==> src/rtl/mxint_divisor_repeat.sv <==
// Captures one MX divisor block (mantissas + shared exponent) and replays it REPEAT times.
// Define MXINT_DIVISOR_REPEAT_DOUBLE_BUF_EN for a second slot so groups hand off without bubbles.
module mxint_divisor_repeat #(
    parameter int MAN_WIDTH  = 8,
    parameter int EXP_WIDTH  = 8,
    parameter int BLOCK_SIZE = 4,
    parameter int REPEAT     = 8
) (
    input  logic                 clk,
    input  logic                 rst,
    input  logic [MAN_WIDTH-1:0] mdata_in [BLOCK_SIZE],
    input  logic [EXP_WIDTH-1:0] edata_in,
    input  logic                 data_in_valid,
    output logic                 data_in_ready,
    output logic [MAN_WIDTH-1:0] mdata_out [BLOCK_SIZE],
    output logic [EXP_WIDTH-1:0] edata_out,
    output logic                 data_out_valid,
    input  logic                 data_out_ready,
    output logic                 data_out_last
);

`ifdef MXINT_DIVISOR_REPEAT_DOUBLE_BUF_EN
    localparam int NUM_SLOTS = 2;
`else
    localparam int NUM_SLOTS = 1;
`endif
    localparam int CNT_WIDTH = (REPEAT > 1) ? $clog2(REPEAT) : 1;
    localparam logic [CNT_WIDTH-1:0] CNT_LAST = CNT_WIDTH'(REPEAT - 1);

    logic [MAN_WIDTH-1:0] man_reg [NUM_SLOTS][BLOCK_SIZE];
    logic [EXP_WIDTH-1:0] exp_reg [NUM_SLOTS];
    logic                 full_reg [NUM_SLOTS];
    logic [CNT_WIDTH-1:0] rep_cnt_reg;
    logic                 wr_ptr;
    logic                 rd_ptr;
    logic                 in_fire;
    logic                 out_fire;
    logic                 cnt_at_last;

    // Ready depends only on registered state, never on the valid/ready inputs.
    assign data_in_ready  = !full_reg[wr_ptr];
    assign in_fire        = data_in_valid && data_in_ready;
    assign data_out_valid = full_reg[rd_ptr];
    assign out_fire       = data_out_valid && data_out_ready;
    assign cnt_at_last    = (rep_cnt_reg == CNT_LAST);
    assign data_out_last  = data_out_valid && cnt_at_last;
    assign edata_out      = exp_reg[rd_ptr];

`ifdef MXINT_DIVISOR_REPEAT_DOUBLE_BUF_EN
    logic wr_ptr_reg;
    logic rd_ptr_reg;

    always_ff @(posedge clk or posedge rst) begin
        if (rst) begin
            wr_ptr_reg <= 1'b0;
            rd_ptr_reg <= 1'b0;
        end else begin
            if (in_fire)
                wr_ptr_reg <= !wr_ptr_reg;
            if (out_fire && cnt_at_last)
                rd_ptr_reg <= !rd_ptr_reg;
        end
    end

    assign wr_ptr = wr_ptr_reg;
    assign rd_ptr = rd_ptr_reg;
`else
    assign wr_ptr = 1'b0;
    assign rd_ptr = 1'b0;
`endif

    generate
        for (genvar gi = 0; gi < BLOCK_SIZE; gi++) begin : g_out
            assign mdata_out[gi] = man_reg[rd_ptr][gi];
        end

        // A load always targets an empty slot and a release a full one, so they never collide.
        for (genvar gi = 0; gi < NUM_SLOTS; gi++) begin : g_slot
            always_ff @(posedge clk or posedge rst) begin
                if (rst) begin
                    full_reg[gi] <= 1'b0;
                    exp_reg[gi]  <= '0;
                    for (int bi = 0; bi < BLOCK_SIZE; bi++)
                        man_reg[gi][bi] <= '0;
                end else if (in_fire && (wr_ptr == 1'(gi))) begin
                    full_reg[gi] <= 1'b1;
                    exp_reg[gi]  <= edata_in;
                    for (int bi = 0; bi < BLOCK_SIZE; bi++)
                        man_reg[gi][bi] <= mdata_in[bi];
                end else if (out_fire && cnt_at_last && (rd_ptr == 1'(gi))) begin
                    full_reg[gi] <= 1'b0;
                end
            end
        end
    endgenerate

    always_ff @(posedge clk or posedge rst) begin
        if (rst) begin
            rep_cnt_reg <= '0;
        end else if (out_fire) begin
            if (cnt_at_last)
                rep_cnt_reg <= '0;
            else
                rep_cnt_reg <= rep_cnt_reg + CNT_WIDTH'(1);
        end
    end

endmodule

==> config.mk <==
export PLATFORM = sky130hd
export DESIGN_NAME = mxint_divisor_repeat
export DESIGN_NICKNAME = d
export VERILOG_FILES = /design/src/rtl/mxint_divisor_repeat.sv
export SDC_FILE = /design/constraint.sdc
export NUM_CORES = 1
export LEC_CHECK = 0
export CAP_MARGIN = 15
export CORE_MARGIN = 2
export CORE_UTILIZATION = 42
export CTS_BUF_LIST = sky130_fd_sc_hd__clkbuf_8
export DETAILED_ROUTE_END_ITERATION = 10
export PLACE_DENSITY = 0.82
export SLEW_MARGIN = 20
export SYNTH_ARGS = -nofsm -noshare
export SYNTH_HDL_FRONTEND = slang
export SYNTH_SLANG_ARGS = --single-unit
==> constraint.sdc <==
create_clock -name clk -period 1.8 [get_ports clk]
set_clock_uncertainty 0.15 [all_clocks]
set_input_delay 0.27 -clock clk [delete_from_list [all_inputs] [get_ports clk]]
set_output_delay 0.27 -clock clk [all_outputs]
set_load 0.01 [all_outputs]
* Word-level counts from Yosys, hierarchy flattened
Cells that the tools add are included.
** Cells by class
- $add $sub $neg :: 1
- Equality and inequality tests :: 1
- Multiplexer cells :: 3
- Reductions and logical operators :: 6
** Operators by type and width (count)
- $logic_and A1 B1 Y1 :: 4
- $add A3 B1 Y3 const B :: 1
- $eq A3 B3 Y1 const B :: 1
- $mux W3 :: 1
- $mux W1 :: 2
- $reduce_bool A2 Y1 :: 1
- $logic_not A1 Y1 :: 1
** Word-level totals
- Bits in registers :: 44
- Logic and storage cells :: 18

* Depth between registers and ports, before layout
- Word-level depth :: 4
- Mapped depth :: 4
- Mapped depth without buffers :: 4

* Worst setup path before layout
No wires, ideal clock.
- Kind :: register to register
- Start point :: reg full_reg, in the netlist data_out_valid
- End point :: reg exp_reg, in the netlist edata_out[0]
- Setup time :: 0.125 ns
- Data arrival time :: 1.171 ns
- Data required time :: 1.525 ns
- Slack :: 0.354 ns
- Cell stages (with the launch flop) :: 4
- Buffers on the path :: 1
- Cells stage by stage :: dfrtp_1 > nor2b_4 > buf_8 > mux2_4
** Between the ends
- Cells in the longest elaborated chain, start to end :: 2
** Ends and longest elaborated chain
- from (decl) :: RTL line 32 : logic full_reg [NUM_SLOTS];
- from (signal, indexed assignment) :: RTL line 81 : full_reg[gi] <= 1'b0;
- from (signal, indexed assignment) :: RTL line 86 : full_reg[gi] <= 1'b1;
- from (signal, indexed assignment) :: RTL line 91 : full_reg[gi] <= 1'b0;
- $logic_not A1 Y1 :: RTL line 41 : assign data_in_ready = !full_reg[wr_ptr];
- $logic_and A1 B1 Y1 :: RTL line 42 : assign in_fire = data_in_valid && data_in_ready;
- to (signal, indexed assignment) :: RTL line 87 : exp_reg[gi] <= edata_in;
- to (decl) :: RTL line 31 : logic [EXP_WIDTH-1:0] exp_reg [NUM_SLOTS];
Every way passes these cells.
A chain may end at the register's enable or synchronous reset.

* Worst setup path in the final report
- Start point :: reg rep_cnt_reg[1]
- End point :: out data_out_last
** Between the ends
- Cells in the longest elaborated chain, start to end :: 2
** Ends and longest elaborated chain
- from (decl) :: RTL line 33 : logic [CNT_WIDTH-1:0] rep_cnt_reg;
- from (signal assigned) :: RTL line 104 : rep_cnt_reg <= rep_cnt_reg + CNT_WIDTH'(1);
- $eq A3 B3 Y1 :: RTL line 45 : assign cnt_at_last = (rep_cnt_reg == CNT_LAST);
- $logic_and A1 B1 Y1 :: RTL line 46 : assign data_out_last = data_out_valid && cnt_at_last;
- to (decl) :: RTL line 19 : output logic data_out_last
Every way passes these cells.

==> impl_results.md <==
* CTS HTree Levels at 2
* Synth area leader: dfrtp_1
* CP startpoint: rep_cnt_reg[1]
* Num CTS Buffers at 5
* Setup Viol. Count Final at 0
* Synth top area cells: dfrtp_1, mux2_4, buf_8, mux2_2, ha_1
* Fin crit share at 0.9606
* Worst-path clk slew at 0.08 ns
* Worst-skew pair later-pin latency at 0.29 ns
* FMAX at 578.4 MHz
* Placer Congestion at 0.8186
* Leakage at 1.304 nW
* Pin count of the biggest net entering global routing at 45
* Die Y at 70.67 um
* IO Port Bufs at 86
* Via/cell ratio at 4.775
* Core ar. at 4324 um2
* Top-level port count at 87
* Final-report max-slew violation count at 0
* Top sig layer: met4
* CP peak stage delay at 0.40 ns
* DRT Wirelength at 4144 um
* First-pass GRT wire length at 6575 um
* Initial antenna violation count at 0
* Worst rel slew slack at 0.8437
* Met3 wire length at 287 um
* Yosys top cell area share at 0.5898
* Vias in the first global route at 1257
* WP buf/inv at 1
* DP Cell Count at 240
* Initial Utilization at 0.4317
* Syn nets at 147
* Reg2Reg Setup Slack at 0.17 ns
* Fraction of layout cells with a size suffix above 1 at 0.3198
* RSZ-0062 raised after global routing: no
* FF+latch count, synth at 44
* Layout net count at 243
* Syn Inst Count at 101
* Dpl hpwl at 2951 um
* Post-Syn Area at 1867 um2
* Pre-Repair DR Iteration Count at 4
* Met1 Wirelength at 1805 um
* Post-route insts no fill at 249
* Die X-Extent at 70.67 um
* Synth warnings at 0
* Antenna diodes at 0
* CP max stage cell: dfrtp_1
* Rows at 24
* Die Footprint at 4994 um2
* TritonCTS clock tree: built
* Tightest Pin Transition at 0.2344 ns
* P&R area growth vs syn at 57.51%
* Crit-path cells: ha_2, ha_4, and2_4, buf_6
* DRC at 0
* Final hold vios at 0
* Sequential fraction of the synthesis area at 0.5898
* Top cell family by delay on the critical path: flip-flops
* Max Cap Viol at 0
* Met2 wire length at 1980 um
* GRT overflow at 0
* Worst Path Required at 1.38 ns
* Clock Tree Root: clkbuf_8
* Crit path arrival time at 1.31 ns
* Max Fanout on Critical Path at 2
* Hold-fix buffers, CTS at 0
* Crit end category: primary output
* Kind of critical path: flop to primary output
* R2r startpoint: data_out_valid
* Synth unique cells at 11
* PD cells at 1670 nW/um2
* Outcome: finished clean
* Design Area, Final at 2940 um2
* Clock Path Buffers at 2
* Post-route ant nets at 0
* Fin crit period at 1.729 ns
* Average wire per standard cell at 16.64 um
* Placed Area at 2808 um2
* Iter 0 DRT Violations at 45
* Hold/Removal Path Class: input port to async pin
* Peak VDD IR at 902.7 uV
* Final Total Pwr at 4.909 mW
* Vias at 1189
* Sink Count at 44
* Syn avg cell area at 18.48 um2
* Number of flip-flops under the largest register name at 32
* GRT Overall Usage at 0.1734
* Critical path startpoint category: flop
where the power goes:
group	switching (mW)	internal [mW]
Combinational	0.769	1.71
Sequential	0.297	1.49
Clock	0.302	0.342
layout by cell type (no fill, tap or decap), drive strengths merged:
cell type,instances
a31oi,1
and2,1
buf,8
clkbuf,7
clkdlybuf4s50,84
clkinv,1
dfrtp,44
dlymetal6s2s,1
ha,2
inv,1
mux2,43
nand2,1
nor2,2
nor2b,1
final timing paths:
check                            endpoint  cells past startpoint
max                         data_out_last                      4
min                          edata_out[7]                      3
max reg2reg                 mdata_out[20]                      4
min reg2reg                 mdata_out[15]                      1
max in group asynchronous  data_out_valid                      3
min in group clk            mdata_out[15]                      1
through the flow:
| stage | utilization | setup TNS [ns] | setup WS (ns) | hold slack, ns |
|---|---|---|---|---|
| 2_1_floorplan | - | 0 | 0.3489 | 0.2160 |
| 3_3_place_gp | 0.6493 | -0.05313 | -0.004043 | 0.3410 |
| 3_5_place_dp | 0.6493 | -0.3059 | -0.02764 | 0.3427 |
| 4_1_cts | 0.6730 | 0 | 0.01841 | 0.1798 |
| 5_1_grt | 0.6800 | 0 | 0.03151 | 0.1751 |
| 6_report | 0.6800 | 0 | 0.07098 | 0.1752 |
tightest hold or removal path: cells and delay by family:
family / cells / cell delay [ns]
buffers and inverters: 3 / 0.72
synth_stat cells:
library cell / number
buf_8: 4
mux2_2: 3
and2_2: 1
nor2_1: 2
dfrtp_1: 44
a31oi_1: 1
mux2_4: 40
nor2b_4: 1
inv_1: 2
ha_1: 2
nand2_1: 1
final cells by class:
| cell class | instances | area [um2] |
|---|---|---|
| clock buffers | 7 | 96.34 |
| inverters | 2 | 7.507 |
| flip-flops and latches | 44 | 1102 |
| multi-input cells | 51 | 714.4 |
| fillers | 305 | 1384 |
| repair buffers | 93 | 954.7 |
| well taps | 52 | 65.06 |
cells by family after synthesis:
| group | after synthesis | share of synthesized area |
|---|---|---|
| buf+inv | 6 | 0.03620 |
| fa+ha+maj | 2 | 0.01340 |
| compound gates | 1 | 0.003353 |
| mux | 43 | 0.3398 |
| flops | 44 | 0.5898 |
| simple gates | 5 | 0.01743 |
metal layers:
metal  vias to the layer above  global-route usage
li1                        536                   -
met1                       596              0.2270
met2                        51              0.2673
met3                         6             0.06410
met4                         0             0.06289
met5                         -                   0
what timing repair did:
action / CTS / global route
pin swaps: 0 / 1
setup endpoints to repair: 2 / 2
setup buffers: 1 / 1
hold endpoints to repair: 0 / 0
resized for setup: 6 / 5
Power figures use the tool's default switching activity.
